[config.mk]
export PLATFORM = sky130hd
export DESIGN_NAME = ser_bit_source
export DESIGN_NICKNAME = d
export VERILOG_FILES = /design/src/rtl/ser_bit_source.sv
export SDC_FILE = /design/constraint.sdc
export NUM_CORES = 1
export LEC_CHECK = 0
export ABC_AREA = 1
export BUFFER_PORTS_ARGS = -buffer_cell sky130_fd_sc_hd__buf_4
export CAP_MARGIN = 20
export CORE_ASPECT_RATIO = 1.1
export CORE_MARGIN = 3
export CORE_UTILIZATION = 40
export CTS_BUF_LIST = sky130_fd_sc_hd__clkbuf_4 sky130_fd_sc_hd__clkbuf_8 sky130_fd_sc_hd__clkbuf_16
export CTS_CLUSTER_DIAMETER = 30
export CTS_CLUSTER_SIZE = 24
export DETAILED_ROUTE_END_ITERATION = 12
export SYNTH_ARGS = -nofsm -noshare
export SYNTH_HDL_FRONTEND = slang
export SYNTH_SLANG_ARGS = --single-unit
[constraint.sdc]
create_clock -name clk -period 2.8 [get_ports clk]
set_input_delay 0.28 -clock clk [delete_from_list [all_inputs] [get_ports clk]]
set_output_delay 0.28 -clock clk [all_outputs]
set_load 0.01 [all_outputs]
[src/rtl/ser_bit_source.sv]
// Word-to-bit serializer: a DEPTH-word FIFO feeds a 32-bit shift register that
// presents one bit (MSB first) to the CPU serial input per rd_bit strobe.
module ser_bit_source #(
  parameter int unsigned DEPTH = 4
) (
  input  logic                     clk,
  input  logic                     rst,
  input  logic [31:0]              wr_data,
  input  logic                     wr_valid,
  output logic                     wr_ready,
  input  logic                     rd_bit,
  input  logic                     clr,
  output logic                     ser,
  output logic                     empty,
  output logic                     underflow,
  output logic [$clog2(DEPTH):0]   level
);

  localparam int unsigned PW = $clog2(DEPTH);
  localparam int unsigned LW = PW + 1;
  localparam logic [LW-1:0] FULL = LW'(DEPTH);

  typedef enum logic {IDLE, ACTIVE} state_t;

  state_t           state, state_nxt;
  logic [31:0]      mem [DEPTH];
  logic [PW-1:0]    rptr, wptr;
  logic [LW-1:0]    lvl;
  logic [31:0]      shreg;
  logic [4:0]       bcnt;
  logic             uflow;
  logic             push, load, shift, finish;

  always_ff @(posedge clk or negedge rst) begin
    if (!rst) state <= IDLE;
    else      state <= state_nxt;
  end

  always_comb begin
    state_nxt = state;
    load      = 1'b0;
    shift     = 1'b0;
    finish    = 1'b0;
    if (clr) begin
      state_nxt = IDLE;
    end else begin
      case (state)
        IDLE: begin
          if (lvl != '0) begin
            load      = 1'b1;
            state_nxt = ACTIVE;
          end
        end
        ACTIVE: begin
          if (rd_bit) begin
            if (bcnt != 5'd31) begin
              shift = 1'b1;
            end else if (lvl != '0) begin
              load = 1'b1;
            end else begin
              finish    = 1'b1;
              state_nxt = IDLE;
            end
          end
        end
      endcase
    end
  end

  always_comb begin
    wr_ready = (lvl < FULL);
    empty    = (state == IDLE) && (lvl == '0);
    push     = wr_valid && wr_ready && !clr;
  end

  always_ff @(posedge clk) begin
    if (push) mem[wptr] <= wr_data;
  end

  // shreg is zeroed whenever the block returns to IDLE, so ser can be taken
  // straight from shreg[31] and still read 0 while idle.
  always_ff @(posedge clk or negedge rst) begin
    if (!rst) begin
      rptr  <= '0;
      wptr  <= '0;
      lvl   <= '0;
      shreg <= '0;
      bcnt  <= '0;
      uflow <= 1'b0;
    end else if (clr) begin
      rptr  <= '0;
      wptr  <= '0;
      lvl   <= '0;
      shreg <= '0;
      bcnt  <= '0;
      uflow <= 1'b0;
    end else begin
      if (push) wptr <= wptr + PW'(1);
      if (load) rptr <= rptr + PW'(1);
      if (push && !load)      lvl <= lvl + LW'(1);
      else if (!push && load) lvl <= lvl - LW'(1);
      if (load) begin
        shreg <= mem[rptr];
        bcnt  <= '0;
      end else if (shift) begin
        shreg <= {shreg[30:0], 1'b0};
        bcnt  <= bcnt + 5'd1;
      end else if (finish) begin
        shreg <= '0;
        bcnt  <= '0;
      end
      if (rd_bit && (state == IDLE)) uflow <= 1'b1;
    end
  end

  assign ser       = shreg[31];
  assign underflow = uflow;
  assign level     = lvl;

endmodule

## Word-level counts from Yosys, hierarchy flattened

Memory sizes are Yosys's and may differ from the RTL's.
Cells that the tools add are included.

| cells by class | value |
|---|---|
| add/subtract/negate cells | 5 |
| order comparisons | 1 |
| equality and inequality tests | 1 |
| muxes and demuxes | 37 |
| bitwise operators | 1 |
| reduce and logical (&&, ||, !) cells | 16 |

Operators by type and width:

| cell | count |
|---|---|
| two-way mux 32 bit | 4 |
| two-way mux 1 bit | 20 |
| two-way mux 5 bit | 4 |
| two-way mux 3 bit | 3 |
| two-way mux 2 bit | 4 |
| logical AND 1 bit | 6 |
| nonzero test 2 bit | 3 |
| nonzero test 3 bit | 2 |
| adder 5 x 1 -> 5 bit (second input constant) | 1 |
| != test 5 bit (second input constant) | 1 |
| adder 2 x 1 -> 2 bit (second input constant) | 2 |
| one-hot mux 1 bit (2 select lines) | 2 |
| nonzero test 4 bit | 1 |
| adder 3 x 1 -> 3 bit (second input constant) | 1 |
| zero test 1 bit | 3 |
| zero test 3 bit | 1 |
| less-than comparator 3 bit (second input constant) | 1 |
| subtractor 3 x 1 -> 3 bit (second input constant) | 1 |
| NOT 1 bit | 1 |

| storage, ports and cells | value |
|---|---|
| register bits after elaboration | 46 |
| RAM bits | 128 |
| bits of input ports | 37 |
| output and inout bits | 7 |
| word-level logic and storage cells | 69 |
| memories kept | 1 |

Memories:

| memory | words | width | read ports | clocked after memory_dff | wr ports | line | RTL |
|---|---|---|---|---|---|---|---|
| mem | 4 | 32 | 1 | 0 | 1 | 26 | `logic [31:0] mem [DEPTH];` |

## Depth between registers and ports, before layout

Gate-level depths: netlist of the first run.

| logic depth | value |
|---|---|
| depth in word-level cells | 10 |
| depth in mapped cells | 15 |
| depth with buffers taken out | 15 |

## Least setup slack after synthesis of the first run

OpenSTA, ideal clock, no wires.

| path | value |
|---|---|
| kind | reg2reg |
| start | register lvl[2] (netlist: level[2]) |
| end | memory mem[0][0], enable pin |
| library setup time | 0.421 ns |
| arrival | 2.062 ns |
| data required time | 2.379 ns |
| slack | 0.317 ns |
| cell stages (with the launch flop) | 4 |
| buffers on the path | 0 |
| clock period less this slack | 2.483 ns |
| cell sequence | dfrtp_1 > inv_2 > nand3_2 > nor2_1 |

| on the way | value |
|---|---|
| longest elaborated chain between the ends | 5 |

Ends and longest elaborated chain:

| what | line | RTL |
|---|---|---|
| from (decl) | 28 | `logic [LW-1:0] lvl;` |
| from (signal assigned) | 100 | `if (push && !load) lvl <= lvl + LW'(1);` |
| from (signal assigned) | 101 | `else if (!push && load) lvl <= lvl - LW'(1);` |
| less-than comparator 3 bit | 71 | `wr_ready = (lvl < FULL);` |
| via wr_ready | 10 | `output logic wr_ready,` |
| logical AND 1 bit (2 in a row) | 73 | `push = wr_valid && wr_ready && !clr;` |
| two-way mux 1 bit | 77 | `if (push) mem[wptr] <= wr_data;` |
| two-way mux 1 bit (not written as such) | 77 |  |
| to (decl) | 26 |  |

The timed path passes the listed nets, and every way through them passes these cells.

## Worst setup path in the final report of the first run

| path | value |
|---|---|
| start | register bcnt[0] |
| end | register shreg[16] |

| on the way | value |
|---|---|
| longest elaborated chain between the ends | 8 |
| elaborated cells between the ends (all ways) | 17 |
| classes of those cells | eq/ne: 1; mux: 15; reduce/logical: 1 |

Ends and longest elaborated chain:

| what | line | RTL |
|---|---|---|
| from (decl) | 30 | `logic [4:0] bcnt;` |
| from (signal assigned) | 107 | `bcnt <= bcnt + 5'd1;` |
| != test 5 bit (*) | 56 | `if (bcnt != 5'd31) begin` |
| two-way mux 1 bit | 56 |  |
| two-way mux 1 bit | 55 | `if (rd_bit) begin` |
| two-way mux 1 bit | 47 | `case (state)` |
| two-way mux 1 bit | 44 | `if (clr) begin` |
| two-way mux 32 bit | 105 | `end else if (shift) begin` |
| two-way mux 32 bit | 102 | `if (load) begin` |
| two-way mux 32 bit | 90 | `end else if (clr) begin` |
| to (signal assigned) | 103 | `shreg <= mem[rptr];` |
| to (signal assigned) | 106 | `shreg <= {shreg[30:0], 1'b0};` |
| to (decl) | 29 | `logic [31:0] shreg;` |

Mark *: on every way between the ends. The rest lies on a longest branch, timed or not.
A chain may end at the register's enable or synchronous reset.

==> results of run 1 <==
-- cell usage after synthesis (2+ instances only) --
master,number
nand2_1,152
edfxtp_1,128
nor2_1,93
nand3_1,65
o21ai_0,49
dfrtp_1,46
inv_1,46
buf_2,20
o21ai_1,14
a22oi_2,9
clkbuf_1,6
ha_1,6
inv_2,6
or2_2,6
a21oi_1,5
buf_6,5
nand2_2,5
or2_0,4
o211ai_1,3
buf_4,2
nand3_2,2
o22ai_1,2
-- final timing paths --
check                           slack, ns  cells after the start        end
max in group asynchronous            1.95                      2    rptr[0]
worst max-delay path                 0.51                     12  shreg[16]
min in group asynchronous            0.40                      2   level[0]
worst min register to register       0.50                      2  underflow
worst max register to register       0.51                     12  shreg[16]
worst min-delay path                 0.05                      1  mem[3][5]
-- state kept, by name, summed over array words and instances (netlist names) --
| register | flops |
|---|---|
| rptr | 2 |
| wptr | 2 |
| level | 3 |
| mem | 128 |
| shreg | 32 |
| state | 1 |
| underflow | 1 |
| bcnt | 5 |
-- power groups by stage --
stage                     clock network [mW]  logic (mW)  registers, mW
after floorplan                            0        1.41           3.31
after global placement                     0        1.85           3.38
after detailed placement                   0        1.91           3.39
after CTS                               2.34        1.92           3.34
after global routing                    2.43        2.17           3.38
final                                   2.30        1.89           3.34
-- repair_timing --
action	CTS	global route
setup endpoints to repair	0	0
hold endpoints to repair	46	0
hold buffers	1	0
-- cell type report --
type / instances / area share [%]
Inverter: 53 / 2.33
Sequential cell: 174 / 58.5
Tap cell: 238 / 3.49
Clock buffer: 18 / 5.07
Multi-Input combinational cell: 420 / 23.6
Clock inverter: 14 / 1.68
Timing Repair Buffer: 56 / 5.39
-- routing by layer --
layer	track usage [%]	vias to the layer above
met4	7.76	0
met5	0	-
met3	3.15	26
met1	20.9	2350
met2	26.1	99
li1	-	2361
-- metrics by stage --
stage | setup WS, ns | total power, mW | hold slack [ns] | cell area (um^2) | util, %
2_1_floorplan | 0.317 | 4.72 | -0.0156 | 7390 | -
3_3_place_gp | 0.620 | 5.23 | 0.317 | 7960 | 44.4
3_5_place_dp | 0.512 | 5.29 | 0.330 | 7960 | 44.4
4_1_cts | 0.491 | 7.59 | 0.0318 | 8540 | 47.6
5_1_grt | 0.182 | 7.99 | 0.0367 | 8540 | 47.6
6_report | 0.510 | 7.53 | 0.0467 | 8540 | 47.6
-- cell families (layout without fill, tap and decap cells) --
kind of cell             count (synthesis)  count (layout)  synth area share [%]
buffers and inverters                   88             141                  5.57
adder cells (fa/ha/maj)                  7               7                  1.29
AND/OR/NAND/NOR                        330             330                  18.9
AO/OA/AOI/OAI                           83              83                  6.72
flip-flops                             174             174                  67.5
-- worst reg2reg max path, cell delays in order, from the launching register on --
cell     delay, ns
dfrtp_1       0.42
ha_1          0.19
nand2_1       0.07
nor2_1        0.09
ha_1          0.17
nand2_1       0.07
nand2_2       0.11
nand2_4       0.10
nor2_8        0.46
inv_2         0.27
nand2_1       0.12
nand2_1       0.06
o21ai_1       0.08
==> reports/metrics.yaml, run 1 <==
outcome:
  status: "completed"
cts:
  cts.clk_slew.worst_paths_ns: 0.07
  cts_setup_buffers: 0
  clockRootBuffer: "clkbuf_16"
  ctsResizeCount: 0
  cts_tree: "yes"
  clock-sinks: 174
  cts_buffers: 17
  ctsLongestPathBuffers: 2
  clk_latency_ns: 0.43
  ctsHtreeMaxLevel: 4
die:
  rows: 51
  ios: 44
  start_util_pct: 41.2
  die_width_um: 136
  dieArea_um2: 20200
  core_um2: 17900
  die-height_um: 149
critical_path:
  crit_buf_inv: 1
  worstSetupStartpointType: "flop"
  slowest_delay_ns: 0.46
  crit_family: "simple AND/OR/NAND/NOR gates"
  path_cells: "ha_1 > nand2_1 > nor2_1 > ha_1 > nand2_1 > nand2_2 > nand2_4 > nor2_8 > inv_2 > nand2_1 > nand2_1 > o21ai_1"
  critPathRequiredTime_ns: 3.15
  critPathLaunch: "bcnt[0]"
  arrival_ns: 2.64
  cp_max_fo: 40
  path_common_cell: "nand2_1"
  r2r_start: "bcnt[0]"
  slowest_stage: "nor2_8"
  crit_type: "reg -> reg"
  endpoint_kind: "flop"
timing:
  relSlewSlack_pct: 55.8
  hold_violations: 0
  min_period_over_period_pct: 81.8
  worst_pin_slew_ns: 0.661
  skew_ns: 0.00578
  rsz0062_at_grt: "false"
  timing.final.crit_period_ns: 2.29
  fin_tns_setup_ns: 0
  slew_viol_final: 0
  setup_viol: 0
  maxClockFrequency_ghz: 0.437
pwr:
  comb_power_share_pct: 25.1
  internal_power_mw: 5.07
  p_leak_nw: 3.46
  seqPwrFrac_pct: 44.3
  p_per_area_nw_per_um2: 881
  clkPwrFrac_pct: 30.5
  peakVddDrop_mv: 0.567
  power.switching_mw: 2.46
  switching_share_pct: 32.7
drt:
  ant_nets: 0
  drt-total-wl_um: 15100
  met1Wirelength_um: 6770
  via_count: 4836
  wl_met2_um: 7500
  routed_via_density: 4.97
  drc: 0
  routedWlPerCell_um: 15.6
  dr.first_iter.drc_count: 274
  first_pass_iters: 5
  met3WireLength_um: 496
  routed.top_layer: "met4"
cells_and_area:
  nets: 766
  final_layout_size_suffix_gt1_share_pct: 16.5
  antenna_cells: 0
  multi_input_area_um2: 2010
  n_fill_cell: 1622
  syn2layout_area_growth_pct: 15.5
  final_cell_mix: "nand2_1 (152), edfxtp_1 (128), nor2_1 (89)"
  layout.cells.non_filler: 973
  layout_commonest_cell: "nand2_1"
  seq_area_um2: 5000
yosys:
  synthCells: 682
  yosysTopAreaCellShare_pct: 52.0
  synth_fp_nets: 726
  yosys_warnings: 0
  yosys.area.top_type: "edfxtp_1"
  ys.flop_type: "edfxtp_1"
  ys_ff_latch: 174
  netlist_area_um2: 7390
  synth.area.top_cells: "edfxtp_1 (52%), dfrtp_1 (16%), nand2_1 (7.7%)"
  avgSynthCellArea_um2: 10.8
  synth_cell_types: 30
  seq_area_frac_synth_pct: 67.5
  synth_edf_count: 128
  ys_async_sr_fraction_pct: 26.4
placed_design:
  hpwl_um: 9330
  portBuffers: 43
  dpl.cell_count: 940
  gp_congestion: 0.757
grt:
  grt_max_degree: 47
  grt_usage_pct: 16.1
  grt_pass1_vias: 4995
  grt_antenna_before_repair: 0
  grt_pass1_wl_um: 24900
  overflow: 0
hold_path:
  min_from: "wr_data[5]"
  min_path_type: "in -> reg"
flow_run:
  drv_cap: 0
(Power assumes the default switching activity.)
==> inputs of run 2 (changes only) <==
ABC_AREA = 0   (was 1)
clock period = 2.2 ns   (was 2.8 ns; I/O delays follow)
==> run 2 against run 1 <==
  * Via count fell by 27%
  * Highest routed layer unchanged
  * Largest power group unchanged
  * Non-clock buffer count rose by 35
  * Synthesized cell count fell by 48%
==> reports/metrics.yaml, run 2 <==
yosys:
  avgSynthCellArea_um2: 19.1  # +76%
  yosys.area.top_type: "edfxtp_1"
  synth.area.top_cells: "edfxtp_1 (56%), dfrtp_1 (17%), mux4_2 (11%)"
  seq_area_frac_synth_pct: 73.0  # +5.4 points
  netlist_area_um2: 6850  # -7.4%
  ys_async_sr_fraction_pct: 26.4  # unchanged
  ys_ff_latch: 174  # unchanged
  synth_fp_nets: 402  # -45%
  synthCells: 358  # -48%
  ys.flop_type: "edfxtp_1"
  synth_edf_count: 128  # unchanged
  synth_common_cells: "edfxtp_1 (128), dfrtp_1 (46), nor2b_1 (34)"
  synth_cell_types: 37  # +23%
  synth.most_common_cell: "edfxtp_1"
  yosys_warnings: 0  # unchanged
  yosysTopAreaCellShare_pct: 56.2  # +4.2 points
die:
  dieArea_um2: 18700  # -7.1%
  start_util_pct: 41.4  # +0.11 points
  ios: 44  # unchanged
  rows: 49  # -3.9%
  die_width_um: 131  # -3.6%
  die-height_um: 143  # -3.6%
  core_um2: 16600  # -7.7%
cells_and_area:
  utilization_pct: 51.5  # +3.9 points
  nets: 492  # -36%
  final_layout_size_suffix_gt1_share_pct: 30.2  # +14 points
  largest-register: "mem"
  largest_reg_flops: 128  # unchanged
  reg_top3: "mem x128, shreg x32, bcnt x5"
  antenna_cells: 0  # unchanged
  final_cell_mix: "edfxtp_1 (128), buf_4 (52), dfrtp_1 (45)"
  layout_commonest_cell: "edfxtp_1"
  syn2layout_area_growth_pct: 24.5
  n_fill_cell: 1347  # -17%
  layout.cells.non_filler: 665  # -32%
critical_path:
  crit_family: "adder cells"
  crit_type: "reg -> reg"
  worstSetupStartpointType: "flop"
  endpoint_kind: "flop"
  cp_max_fo: 3  # -93%
  arrival_ns: 2.43  # -0.21 ns
  critPathRequiredTime_ns: 2.54  # -0.61 ns
  slowest_delay_ns: 0.47  # about the same
  path_cells: "ha_2 > and3_1 > ha_2 > a21boi_2 > nor2_2 > nor3_2 > fa_2 > a211oi_2"
  crit_buf_inv: 0  # -1
  path_common_cell: "ha_2"
  slowest_stage: "fa_2"
pwr:
  p_leak_nw: 3.11  # -10%
  peakVddDrop_mv: 0.636  # +12%
  p_per_area_nw_per_um2: 1130  # +28%
placed_design:
  portBuffers: 43  # unchanged
  gp_congestion: 0.765  # +0.95%
  dpl.cell_count: 600  # -36%
  hpwl_um: 6960  # -25%
  post-place-ws_ns: -0.0232  # -0.535 ns
timing:
  layout_setup_ws_ns: 0.103  # -0.407 ns
  timing.final.crit_period_ns: 2.10  # -0.193 ns
  setup_viol: 0  # unchanged
  hold_slack_ns: 0.0153  # -0.0314 ns
  worst_pin_slew_ns: 0.610  # -0.0505 ns
  hold_violations: 0  # unchanged
  relSlewSlack_pct: 59.3  # +3.5 points
  fin_tns_setup_ns: 0  # unchanged
  skew_ns: 0.00861  # +0.00283 ns
  maxClockFrequency_ghz: 0.477  # +9.2%
  min_period_over_period_pct: 95.3  # +14 points
  slew_viol_final: 0  # unchanged
drt:
  dr.first_iter.drc_count: 242  # -12%
  via_count: 3543  # -27%
  routedWlPerCell_um: 18.9  # +21%
  drt-total-wl_um: 12500  # -17%
  first_pass_iters: 4  # -1
  drc: 0  # unchanged
  ant_nets: 0  # unchanged
  routed_via_density: 5.33  # +7.2%
flow_run:
  drv_cap: 0  # unchanged
grt:
  grt_antenna_before_repair: 0  # unchanged
  grt_max_degree: 47  # unchanged
  grt_pass1_wl_um: 20300  # -18%
  grt_usage_pct: 14.4  # -1.7 points
  overflow: 0  # unchanged
  grt_pass1_vias: 3755  # -25%
cts:
  ctsHtreeMaxLevel: 4  # unchanged
  clk_latency_ns: 0.42  # about the same
  cts.clk_slew.worst_paths_ns: 0.06  # about the same
  cts_buffers: 17  # unchanged
  clock-sinks: 174  # unchanged
  ctsLongestPathBuffers: 2  # unchanged
  clockRootBuffer: "clkbuf_16"
  cts_tree: "yes"
outcome:
  status: "completed"
hold_path:
  min_path_type: "in -> reg"
-- run 2: cell count changes after synthesis, moves of 32 or more --
cell     delta
nand2_1   -149
o21ai_0    -48
mux4_2     +32
nor2b_1    +34
nor2_1     -87
inv_1      -38
nand3_1    -62
-- run 2: stage by stage --
| stage | power [mW] | cell area (um^2) |
|---|---|---|
| floorplan | 5.71 | 6850 |
| global placement | 6.30 | 7510 |
| detailed placement | 6.34 | 7510 |
| CTS | 9.62 | 8460 |
| global route | 10.1 | 8530 |
| finish | 9.61 | 8530 |
-- run 2: where the power goes --
group / leakage (nW) / internal [mW] / switching, mW
registers: 1.78 / 3.97 / 0.261
logic: 1.03 / 1.16 / 1.02
clock network: 0.307 / 2.01 / 1.20
total: 3.11 / 7.14 / 2.48
-- run 2: cell families (layout without fill, tap and decap cells) --
family	after synthesis	in the layout	synth area share (%)
AO/OA/AOI/OAI	46	46	6.21
XOR/XNOR	4	4	0.512
adder cells (fa/ha/maj)	7	7	1.39
buffers and inverters	28	131	2.47
flip-flops	174	174	73.0
multiplexers	34	34	10.8
AND/OR/NAND/NOR	65	65	5.61
-- run 2: worst paths after layout --
kind	from	endpoint	slack (ns)	cells past startpoint
min	wr_data[2]	mem[3][2]	0.02	1
max	bcnt[1]	level[1]	0.10	8
max in group asynchronous	rst	rptr[0]	1.40	2
min reg2reg	underflow	underflow	0.51	2
min in group asynchronous	rst	shreg[7]	0.36	2
max reg2reg	bcnt[1]	level[1]	0.10	8
-- run 2: worst register-to-register path, stage by stage (launching register included) --
cell and delay, ns:
dfrtp_1 0.40, ha_2 0.19, and3_1 0.15, ha_2 0.18, a21boi_2 0.17, nor2_2 0.07
nor3_2 0.21, fa_2 0.47, a211oi_2 0.18
-- run 2: area by class of cell --
type | instances | area (um^2) | share of cell area, %
timing repair buffer | 91 | 876 | 10.3
clock inverter | 15 | 218 | 2.55
sequential | 174 | 5000 | 58.6
tap | 204 | 255 | 2.99
inverter | 8 | 30.0 | 0.352
multi-input combinational | 156 | 1730 | 20.2
clock buffer | 17 | 425 | 4.99
-- run 2: timing repair --
action                     4_1_cts  5_1_grt
hold endpoints to repair       159        0
pin swaps                        0        5
resized for setup                1        8
cloned                           0        1
hold buffers                    30        0
setup buffers                    0        2
setup endpoints to repair        2       34
-- run 2: routing by layer --
metal	GRT usage (%)	wire (um)	vias up
li1	-	-	1610
met1	19.1	5500	1845
met2	23.2	6340	71
met3	3.48	461	17
met4	5.58	237	0
met5	0	0	-
==> inputs of run 3 (changes only) <==
CORE_UTILIZATION = 46   (was 40)
==> run 3 against run 2 <==
  * Clock power shrank 7.8%
  * First-iteration DRC count shrank 15%
  * Largest power group unchanged
  * Global-route usage grew 1.7 points
  * Power shrank 2.6%
==> reports/metrics.yaml, run 3 (synthesized netlist as in run 2, its figures left out) <==
outcome:
  status: "completed"
die:
  core_um2: 14500  # -12%
  start_util_pct: 47.2  # +5.8 points
  rows: 46  # -6.1%
  die-height_um: 134  # -6.5%
  ios: 44  # unchanged
  die_width_um: 122  # -6.4%
  dieArea_um2: 16400  # -12%
cells_and_area:
  reg_top3: "mem x128, shreg x32, bcnt x5"
  nets: 496  # +0.81%
  final_cell_mix: "edfxtp_1 (128), buf_4 (50), dfrtp_1 (45)"
  largest_reg_flops: 128  # unchanged
  n_fill_cell: 1135  # -16%
  final_layout_size_suffix_gt1_share_pct: 29.5  # -0.69 points
  largest-register: "mem"
  syn2layout_area_growth_pct: 24.3
  layout_commonest_cell: "edfxtp_1"
  multi_input_area_um2: 1710  # -0.73%
  antenna_cells: 0  # unchanged
  finalInstanceArea_um2: 8510  # -0.18%
  seq_area_um2: 5000  # unchanged
timing:
  timing.final.crit_period_ns: 2.10  # +0.00306 ns
  fin_tns_setup_ns: 0  # unchanged
  relSlewSlack_pct: 61.0  # +1.6 points
  setup_viol: 0  # unchanged
  layout_setup_ws_ns: 0.0998  # -0.00306 ns
  worst_pin_slew_ns: 0.586  # -0.0247 ns
  min_period_over_period_pct: 95.5  # +0.14 points
  skew_ns: 0.00647  # -0.00213 ns
  slew_viol_final: 0  # unchanged
  hold_violations: 0  # unchanged
  maxClockFrequency_ghz: 0.476  # -0.15%
hold_path:
  min_path_type: "in -> reg"
critical_path:
  critPathRequiredTime_ns: 2.52  # -0.02 ns
  crit_type: "reg -> reg"
  cp_max_fo: 3  # unchanged
  endpoint_kind: "flop"
  worstSetupStartpointType: "flop"
  arrival_ns: 2.42  # about the same
cts:
  cts_buffers: 17  # unchanged
  cts_tree: "yes"
  cts.clk_slew.worst_paths_ns: 0.06  # about the same
  ctsHtreeMaxLevel: 4  # unchanged
  ctsLongestPathBuffers: 2  # unchanged
  clockRootBuffer: "clkbuf_16"
  clock-sinks: 174  # unchanged
  clk_latency_ns: 0.41  # about the same
pwr:
  power.switching_mw: 2.46  # -0.92%
  peakVddDrop_mv: 0.581  # -8.6%
  switching_share_pct: 26.2  # +0.43 points
  comb_power_share_pct: 23.1  # +0.5 points
  p_per_area_nw_per_um2: 1100  # -2.4%
  p_leak_nw: 3.12  # +0.27%
  seqPwrFrac_pct: 45.3  # +1.3 points
  clkPwrFrac_pct: 31.6  # -1.8 points
  internal_power_mw: 6.91  # -3.1%
drt:
  routed_via_density: 5.31  # -0.30%
  dr.first_iter.drc_count: 206  # -15%
  drc: 0  # unchanged
  first_pass_iters: 4  # unchanged
  via_count: 3490  # -1.5%
  drt-total-wl_um: 12100  # -3.6%
  ant_nets: 0  # unchanged
  routedWlPerCell_um: 18.4  # -2.4%
grt:
  grt_max_degree: 47  # unchanged
  grt_pass1_wl_um: 19700  # -2.9%
  grt_usage_pct: 16.1  # +1.7 points
  grt_antenna_before_repair: 0  # unchanged
  overflow: 0  # unchanged
  grt_pass1_vias: 3634  # -3.2%
flow_run:
  drv_cap: 0  # unchanged
placed_design:
  placed_area_um2: 7560  # +0.60%
  post-place-ws_ns: -0.00876  # +0.0145 ns
  gp_congestion: 0.787  # +2.9%
  portBuffers: 43  # unchanged
  hpwl_um: 6910  # -0.75%
run 3: final timing paths:
kind,from,endpoint,slack (ns),cells after the start
setup / recovery,bcnt[1],level[1],0.1,8
hold / removal,rd_bit,underflow,0.10,3
setup reg to reg,bcnt[1],level[1],0.1,8
hold reg to reg,shreg[0],shreg[0],0.51,1
max in group asynchronous,rst,rptr[0],1.43,2
min in group asynchronous,rst,shreg[8],0.34,2
run 3: repair_timing:
action                                 4_1_cts  5_1_grt
gates resized for setup                      1        5
gates cloned                                 0        0
setup endpoints to repair                    1       16
pin swaps                                    0        1
hold buffers                                33        0
setup buffers                                0        1
endpoints found under the hold margin      170        0
run 3: layout make-up:
cell class / instances / share of cell area, %
sequential: 174 / 58.7
multi-input combinational: 156 / 20.1
timing repair buffer: 95 / 11.0
clock buffer: 20 / 5.41
tap: 192 / 2.82
clock inverter: 12 / 1.57
inverter: 8 / 0.353
run 3: per-stage QoR:
| stage | hold slack (ns) | power [mW] | std cells | util, % |
|---|---|---|---|---|
| after CTS | 0.0713 | 9.45 | 656 | 58.5 |
| after detailed placement | 0.274 | 6.43 | 591 | 52.1 |
| after floorplan | -0.0756 | 5.71 | 358 | - |
| after global placement | 0.263 | 6.37 | 591 | 52.1 |
| after global routing | 0.110 | 9.85 | 657 | 58.7 |
| final | 0.100 | 9.37 | 657 | 58.7 |
run 3: layer usage:
| metal | wire length, um | global-route usage (%) | up-vias |
|---|---|---|---|
| met5 | 0 | 0 | - |
| met4 | 136 | 4.98 | 0 |
| met3 | 442 | 3.96 | 10 |
| met2 | 6140 | 24.9 | 60 |
| met1 | 5370 | 22.8 | 1799 |
| li1 | - | - | 1621 |
run 3: power by group through the flow:
| stage | logic, mW | registers [mW] | clock network, mW |
|---|---|---|---|
| floorplan | 1.50 | 4.20 | 0 |
| global placement | 2.07 | 4.30 | 0 |
| detailed placement | 2.12 | 4.31 | 0 |
| CTS | 2.17 | 4.25 | 3.03 |
| global route | 2.38 | 4.30 | 3.18 |
| finish | 2.16 | 4.25 | 2.96 |
run 3: worst max-delay path: stages (launching register included):
cell and delay (ns):
dfrtp_1 0.40, ha_1 0.19, and3_1 0.15, ha_1 0.20, a21boi_2 0.16, nor2_1 0.09, nor3_2 0.15, fa_2 0.46
a211oi_1 0.21
